--- config.mk ---
export PLATFORM = sky130hd
export DESIGN_NAME = usi_slave_csr
export DESIGN_NICKNAME = d
export VERILOG_FILES = /design/src/rtl/usi_slave_csr.sv
export SDC_FILE = /design/constraint.sdc
export NUM_CORES = 1
export LEC_CHECK = 0
export ABC_AREA = 1
export ABC_CLOCK_PERIOD_IN_PS = 1800
export CORE_MARGIN = 5
export CORE_UTILIZATION = 35
export CTS_BUF_LIST = sky130_fd_sc_hd__clkbuf_2 sky130_fd_sc_hd__clkbuf_4 sky130_fd_sc_hd__clkbuf_8
export CTS_CLUSTER_DIAMETER = 80
export CTS_CLUSTER_SIZE = 10
export DETAILED_ROUTE_END_ITERATION = 10
export SYNTH_ARGS = -nofsm -noshare
export SYNTH_HDL_FRONTEND = slang
export SYNTH_SLANG_ARGS = --single-unit
--- constraint.sdc ---
create_clock -name iSysClk -period 1.8 [get_ports iSysClk]
set_input_delay 0.27 -clock iSysClk [delete_from_list [all_inputs] [get_ports iSysClk]]
set_output_delay 0.27 -clock iSysClk [all_outputs]
set_load 0.02 [all_outputs]
--- src/rtl/usi_slave_csr.sv ---
// USI command-bus slave endpoint with a small control/status register file.
// Decodes the master's command/address word, performs CSR writes on the accept
// edge, and returns read data two cycles after a read is accepted. Read data
// is zero whenever no response is held, so several slaves can be OR-combined.
module usi_slave_csr #(
    parameter logic [7:0] pBusAdrs = 8'h00,
    parameter int         pPulseW  = 8
) (
    input  logic               iSysClk,
    input  logic               iSysRst,
    input  logic [31:0]        iSUsiWd,
    input  logic [31:0]        iSUsiAdrs,
    input  logic               iSUsiWCke,
    output logic [31:0]        oSUsiRd,
    output logic               oSUsiVd,
    input  logic [pPulseW-1:0] iEvent,
    input  logic [15:0]        iStatus,
    output logic [31:0]        oCtrl,
    output logic [pPulseW-1:0] oPulse,
    output logic               oIrq
);

    localparam logic [15:0] ADR_CTRL    = 16'h0000;
    localparam logic [15:0] ADR_SCRATCH = 16'h0004;
    localparam logic [15:0] ADR_SET     = 16'h0008;
    localparam logic [15:0] ADR_STATUS  = 16'h000C;
    localparam logic [15:0] ADR_FLAG    = 16'h0010;

    typedef enum logic [1:0] {
        ST_IDLE   = 2'd0,
        ST_WACK   = 2'd1,
        ST_RFETCH = 2'd2,
        ST_RRESP  = 2'd3
    } state_t;

    state_t              state_q;
    logic                vd_q;
    logic [15:0]         adrs_q;
    logic [31:0]         ctrl_q,    ctrl_d;
    logic [31:0]         scratch_q, scratch_d;
    logic [pPulseW-1:0]  flag_q,    flag_d;
    logic [pPulseW-1:0]  flag_clr;
    logic [pPulseW-1:0]  pulse_q,   pulse_d;
    logic [7:0]          wr_cnt_q,  wr_cnt_d;
    logic [7:0]          rd_cnt_q,  rd_cnt_d;
    logic                irq_q,     irq_d;
    logic [31:0]         rd_q,      rd_d;
    logic [31:0]         rd_mux;

    logic [1:0]  cmd;
    logic [15:0] csr_adrs;
    logic        hit;
    logic        acc_wr;
    logic        acc_rd;
    logic        unused_adrs_bits;

    assign cmd      = iSUsiAdrs[31:30];
    assign csr_adrs = iSUsiAdrs[15:0];
    assign hit      = iSUsiWCke && (state_q == ST_IDLE) && (iSUsiAdrs[23:16] == pBusAdrs);
    assign acc_wr   = hit && (cmd == 2'd1);
    assign acc_rd   = hit && (cmd == 2'd2);

    // Bits [29:24] of the command word carry no meaning for this slave.
    assign unused_adrs_bits = ^iSUsiAdrs[29:24];

    // Bus handshake FSM; ready is registered alongside the state it reflects.
    always_ff @(posedge iSysClk or negedge iSysRst) begin
        if (!iSysRst) begin
            state_q <= ST_IDLE;
            vd_q    <= 1'b1;
            adrs_q  <= '0;
        end else begin
            case (state_q)
                ST_IDLE: begin
                    if (acc_wr) begin
                        state_q <= ST_WACK;
                        vd_q    <= 1'b0;
                    end else if (acc_rd) begin
                        state_q <= ST_RFETCH;
                        vd_q    <= 1'b0;
                        adrs_q  <= csr_adrs;
                    end
                end
                ST_WACK: begin
                    state_q <= ST_IDLE;
                    vd_q    <= 1'b1;
                end
                ST_RFETCH: begin
                    state_q <= ST_RRESP;
                    vd_q    <= 1'b0;
                end
                ST_RRESP: begin
                    state_q <= ST_IDLE;
                    vd_q    <= 1'b1;
                end
                default: begin
                    state_q <= ST_IDLE;
                    vd_q    <= 1'b1;
                end
            endcase
        end
    end

    // Write decode: register updates, pulse generation and flag clearing on accept.
    always_comb begin
        ctrl_d    = ctrl_q;
        scratch_d = scratch_q;
        pulse_d   = '0;
        flag_clr  = '0;
        if (acc_wr) begin
            case (csr_adrs)
                ADR_CTRL:    ctrl_d    = iSUsiWd;
                ADR_SCRATCH: scratch_d = iSUsiWd;
                ADR_SET:     pulse_d   = iSUsiWd[pPulseW-1:0];
                ADR_FLAG:    flag_clr  = iSUsiWd[pPulseW-1:0];
                default:     ;
            endcase
        end
        // A new event beats a simultaneous write-one-to-clear.
        flag_d   = (flag_q & ~flag_clr) | iEvent;
        wr_cnt_d = acc_wr ? wr_cnt_q + 8'd1 : wr_cnt_q;
        rd_cnt_d = acc_rd ? rd_cnt_q + 8'd1 : rd_cnt_q;
        irq_d    = |(flag_q & ctrl_q[pPulseW+7:8]);
    end

    // Read mux, evaluated during RFETCH using the address latched at accept.
    always_comb begin
        rd_mux = '0;
        case (adrs_q)
            ADR_CTRL:    rd_mux = ctrl_q;
            ADR_SCRATCH: rd_mux = scratch_q;
            ADR_STATUS:  rd_mux = {iStatus, wr_cnt_q, rd_cnt_q};
            ADR_FLAG:    rd_mux[pPulseW-1:0] = flag_q;
            default:     rd_mux = '0;
        endcase
    end

    // Response register: loads in RFETCH, otherwise any strobe wipes it.
    always_comb begin
        rd_d = rd_q;
        if (state_q == ST_RFETCH) begin
            rd_d = rd_mux;
        end else if (iSUsiWCke) begin
            rd_d = '0;
        end
    end

    // CSR state, counters and registered outputs.
    always_ff @(posedge iSysClk or negedge iSysRst) begin
        if (!iSysRst) begin
            ctrl_q    <= '0;
            scratch_q <= '0;
            flag_q    <= '0;
            pulse_q   <= '0;
            wr_cnt_q  <= '0;
            rd_cnt_q  <= '0;
            irq_q     <= 1'b0;
            rd_q      <= '0;
        end else begin
            ctrl_q    <= ctrl_d;
            scratch_q <= scratch_d;
            flag_q    <= flag_d;
            pulse_q   <= pulse_d;
            wr_cnt_q  <= wr_cnt_d;
            rd_cnt_q  <= rd_cnt_d;
            irq_q     <= irq_d;
            rd_q      <= rd_d;
        end
    end

    assign oSUsiRd = rd_q;
    assign oSUsiVd = vd_q;
    assign oCtrl   = ctrl_q;
    assign oPulse  = pulse_q;
    assign oIrq    = irq_q;

endmodule
[Word level (Yosys, flattened, before mapping)]
Cells that the tools add are included.
Widths: inputs -> output; s select.
Operators by class
  add/sub/neg operators: 2
  eq/ne operators: 12
  mux-type cells: 14
  bitwise operators: 5
  reduce and logical (&&, ||, !) cells: 14
Operator list (number)
  $pmux 24 s3: 1
  $mux 32: 2
  $eq 16x3->1 const B: 2
  $eq 16x4->1 const B: 2
  $eq 16x5->1 const B: 2
  $logic_not 16->1: 2
  $mux 8: 4
  $pmux 8 s4: 1
  $add 8x1->8 const B: 2
  $and 8x8->8: 2
  $logic_not 8->1: 1
  $not 8->8: 1
  $or 8x8->8: 1
  $reduce_or 8->1: 1
  $eq 2x2->1 const B: 3
  $pmux 2 s3: 1
  $eq 2x1->1 const B: 2
  $logic_and 1x1->1: 4
  $mux 2: 2
  $reduce_and 2->1: 2
  $ne 3x3->1 const B: 1
  $pmux 1 s3: 1
  $reduce_and 3->1: 1
  $logic_not 2->1: 1
  4 further kinds: 5
Word-level totals
  flip-flop bits (word level): 148
  bits of input ports: 91

[Depth between registers and ports, before layout]
  word-level depth: 8
  depth in mapped cells: 10

[Worst setup path after synthesis]
Ideal clock, no wire load.
  path type: register to register
  start: register state_q[0]
  end: register ctrl_q[10], in the netlist oCtrl[10]
  setup time: 117 ps
  arrival time: 1348 ps
  setup slack: 335 ps
  cell stages (with the launch flop): 8
  cell sequence: dfrtp_1 nor3b_2 nand4_4 nor2_4 inv_2 buf_6 nand2_1 nand2_1
On the way
  longest elaborated chain between the ends: 5
RTL lines
  start: declaration: line 36  | state_t state_q;
  start signal: assignment: line 69  | state_q <= ST_IDLE;
  start signal: assignment: line 76  | state_q <= ST_WACK;
  start signal: assignment: line 79  | state_q <= ST_RFETCH;
  $logic_not 2->1: line 59  | assign hit = iSUsiWCke && (state_q == ST_IDLE) && (iSUsiAdrs[23:16] == pBusAdrs);
  $logic_and 1x1->1 (2 in a row): line 59
  $logic_and 1x1->1: line 60  | assign acc_wr = hit && (cmd == 2'd1);
  $reduce_and 2->1 (no line)
  end signal: assignment: line 160  | ctrl_q <= ctrl_d;
  end: declaration: line 39  | logic [31:0] ctrl_q, ctrl_d;
Every way passes these cells.
A chain may end at the register's enable or synchronous reset.

[Final worst setup path]
  start: register ctrl_q[31], in the netlist oCtrl[31]
  end: output oCtrl[31]
RTL lines
  end: declaration: line 18  | output logic [31:0] oCtrl,
No word-level cell between the ends.

==> impl_results.rst <==
.. list-table::
   :header-rows: 1

   * - Metric
     - Value
   * - Result of the run
     - completed
   * - GR Util met2
     - 30.0%
   * - Category of the most critical setup path
     - register to output port
   * - GRT Residual Overflow
     - 0
   * - Biggest area consumer among synthesized cells
     - sky130_fd_sc_hd__dfrtp_1
   * - Netlist area before placement
     - 0.00689 mm^2
   * - Clock input transition at the sequential cells of the worst setup and hold paths
     - 90 ps
   * - Drt initial violations
     - 341
   * - Global-route track usage on met1
     - 25.7%
   * - Die outline area
     - 0.0226 mm^2
   * - Post-layout utilization of the core
     - 49.3%
   * - First element of the critical path
     - oCtrl[31]
   * - TritonCTS sink count
     - 148
   * - Sequential share of the synthesized area
     - 53.8%
   * - End of the worst register-to-register path
     - wr_cnt_q[5]
   * - Avg WL per Cell
     - 15.4 um
   * - Weighted congestion at the end of routability-driven global placement
     - 0.790
   * - Share of flip-flops with an asynchronous set or reset after synthesis
     - 100%
   * - Static leakage
     - 4.90 nW
   * - End of the critical path
     - oCtrl[31]
   * - Cells after synthesis
     - 867
   * - Minimum clock period
     - 1750 ps
   * - Largest net degree at the start of global routing
     - 52
   * - Register area
     - 0.00370 mm^2
   * - Post-place instance area
     - 0.00909 mm^2
   * - Total wire length
     - 20.5 mm
   * - Nets in the synthesized netlist
     - 960
   * - Share of the synthesized area in the top cell type
     - 53.4%
   * - TritonCTS clock tree
     - yes
   * - Netlist cell types
     - 25
   * - Area of all placed cells without fillers
     - 0.00957 mm^2
   * - Required time of the worst setup path
     - 1530 ps
   * - Share of final-layout standard cells stronger than drive strength 1
     - 9.72%
   * - Final hold viol count
     - 0
   * - Power consumption
     - 6.85 mW
   * - Number of placed instances with taps included
     - 1299
   * - Cell-by-cell listing of the critical path
     - clkdlybuf4s50_1
   * - Class of the most critical hold timing path
     - input pin to async pin
   * - Number of top-level pins
     - 165
   * - Element type at the critical path end
     - output port
   * - Worst Skew
     - 12.0 ps
   * - Met3 usage
     - 4.30%
   * - Worst slew margin
     - 65.9%
   * - Areal power density over the cells
     - 716 mW/mm^2
   * - Total global-route track usage
     - 18.7%
   * - Final slew viol count
     - 0
   * - Nature of the critical path startpoint
     - register
   * - Number of enable-type register cells in the synthesized netlist
     - 0
   * - Total of endpoints with negative setup slack in the final report
     - 0
   * - Ratio of routed vias to standard cells
     - 4.62
   * - Top cell types by occurrence after synthesis
     - sky130_fd_sc_hd__nand2_1, sky130_fd_sc_hd__dfrtp_1, sky130_fd_sc_hd__nand3_1, sky130_fd_sc_hd__nor2_1
   * - Kind of cell adding the most delay to the critical path
     - buffers and inverters
   * - Worst Path Arrival
     - 1480 ps
   * - Most Crowded Layer GR
     - met2
   * - Largest incremental delay on the critical path
     - 660 ps
   * - Global-route wire length before repair
     - 32.9 mm
   * - Clock network latency to the later pin of the worst-skew pair
     - 450 ps
   * - Fin crit share
     - 97.4%
   * - Number of nets in the final layout
     - 1150
   * - Deepest level of the CTS H-tree
     - 4
   * - Total number of yosys warnings
     - 0
   * - Crit path buf inv count
     - 1
   * - Max FO, Critical Path
     - 3
   * - Root buffer cell
     - sky130_fd_sc_hd__clkbuf_8
   * - Startpoint of the most critical register-to-register path
     - state_q[0]
   * - Largest vdd supply drop
     - 0.482 mV
   * - Average cell area after synthesis
     - 7.94 um^2
   * - Max-cap violations
     - 0
   * - Final-layout setup total negative slack
     - 0 ps
   * - Area of the multi-input gates
     - 0.00281 mm^2
   * - Remaining number of nets flagged by the antenna check after routing
     - 0
   * - Detailed-routing iteration count for the pre-antenna-repair pass
     - 4
   * - Total of fill cells in the finished design
     - 1968
   * - Area of the core
     - 0.0194 mm^2
   * - Via Count
     - 6168
   * - Tightest Pin Transition
     - 511 ps
   * - Die height
     - 150 um
   * - Std-Cell Rows
     - 51
   * - DRC violations left
     - 0
   * - Fmax
     - 571 MHz
   * - Non-filler cells in the finished layout
     - 1336
   * - Total clock buffers created by CTS
     - 17
   * - Synthesis-stage register bit count
     - 148
   * - Via count of the first global-routing pass
     - 6291
   * - RSZ-0062 raised after global routing
     - false
   * - Starting density of the core
     - 35.5%
   * - Worst-case register-to-register setup slack
     - 130 ps
   * - Worst-case hold slack
     - 347 ps
   * - Horiz. Die Dim
     - 150 um
   * - Slack of the critical path
     - 47.3 ps
   * - Top_reg_cell synth
     - sky130_fd_sc_hd__dfrtp_1
   * - Worst reg-to-reg path cell count
     - 8
   * - Count of buffers inserted at the top-level ports
     - 158
   * - Post-DP HPWL
     - 14.6 mm
   * - Critical path's slowest cell
     - sky130_fd_sc_hd__clkdlybuf4s50_1
   * - Most frequent cell after synthesis
     - sky130_fd_sc_hd__nand2_1
   * - Antenna violations before repair
     - 2
   * - Logic depth of the worst path, buffers included
     - 1
   * - Deepest clock path buffer count
     - 2
   * - Post-Place Worst Slack
     - -241 ps
   * - Area growth syn-to-layout
     - 38.9%
   * - Area contributors post-synth
     - sky130_fd_sc_hd__dfrtp_1, sky130_fd_sc_hd__nand2_1, sky130_fd_sc_hd__nand3_1
[cells by family (layout without fill, tap and decap cells)]
| group | after synthesis | count (layout) | synth area share [%] |
|---|---|---|---|
| DFF | 148 | 148 | 53.8 |
| other | 0 | 1 | 0 |
| and+or+nand+nor | 587 | 587 | 35.6 |
| adders and majority gates | 2 | 2 | 0.363 |
| buffers and inverters | 79 | 282 | 5.79 |
| AOI/OAI and AO/OA | 39 | 39 | 2.94 |
| xor gates and xnor gates | 12 | 12 | 1.53 |
[cell usage in the layout (no fill, tap or decap), types with 4 or more instances in the layout]
master | netlist | layout
sky130_fd_sc_hd__o21ai_0 | 35 | 35
sky130_fd_sc_hd__dlygate4sd2_1 | 0 | 8
sky130_fd_sc_hd__dlymetal6s2s_1 | 0 | 4
sky130_fd_sc_hd__clkdlybuf4s50_1 | 0 | 145
sky130_fd_sc_hd__nand4_1 | 7 | 7
sky130_fd_sc_hd__inv_1 | 35 | 35
sky130_fd_sc_hd__xor2_1 | 9 | 9
sky130_fd_sc_hd__buf_4 | 8 | 40
sky130_fd_sc_hd__nand2_1 | 403 | 403
sky130_fd_sc_hd__nor2_4 | 4 | 5
sky130_fd_sc_hd__nor2_1 | 39 | 35
sky130_fd_sc_hd__nor3_1 | 5 | 5
sky130_fd_sc_hd__clkinvlp_4 | 0 | 4
sky130_fd_sc_hd__nor2_2 | 4 | 7
sky130_fd_sc_hd__nand3_1 | 121 | 121
sky130_fd_sc_hd__clkbuf_8 | 0 | 17
sky130_fd_sc_hd__dfrtp_1 | 147 | 147
sky130_fd_sc_hd__bufinv_16 | 0 | 4
sky130_fd_sc_hd__buf_12 | 0 | 12
[what timing repair did]
| item | in CTS | in global routing |
|---|---|---|
| resized for setup | 8 | 6 |
| hold buffers | 1 | 0 |
| pin swaps | 0 | 1 |
| setup buffers | 0 | 3 |
| endpoints found under the hold margin | 46 | 0 |
| setup endpoints to repair | 8 | 43 |
[report_power, final]
part,leakage (nW),switching (mW),total (mW),internal [mW]
clock,0.209,1.36,2.88,1.52
combinational,2.68,0.326,0.616,0.289
sequential,2.02,0.0121,3.36,3.35
[how the worst min path moves through the flow]
stage                     slack (ps)  cells after the start       from    endpoint
after CTS                        330                      3  iEvent[0]   flag_q[0]
after detailed placement         260                      1    iSysRst    oCtrl[4]
after global placement           260                      1    iSysRst    oCtrl[4]
after global routing             350                      3  iEvent[0]   flag_q[0]
final                            350                      2    iSysRst  oSUsiRd[0]
after floorplan                  -30                      0    iSysRst   adrs_q[0]
[sequential cells by signal, summed over array words and instances (netlist names)]
name,count
rd_cnt_q,8
oCtrl,32
oSUsiRd,32
state_q,2
oSUsiVd,1
adrs_q,16
scratch_q,32
flag_q,8
oPulse,8
oIrq,1
wr_cnt_q,8
[cell type report]
cell class                      count  area share (%)
Clock buffer                       17            2.45
Inverter                           38            1.49
Timing Repair Buffer              212            22.4
Multi-Input combinational cell    640            29.3
Antenna cell                        1          0.0262
Sequential cell                   148            38.7
Clock inverter                     15            2.13
Tap cell                          265            3.46
[metal layers]
metal,part of all wire (%),vias up
met2,47,132
met5,0.12,-
li1,-,3128
met4,1.3,4
met3,5.4,18
met1,47,2886
(Power assumes the default switching activity.)
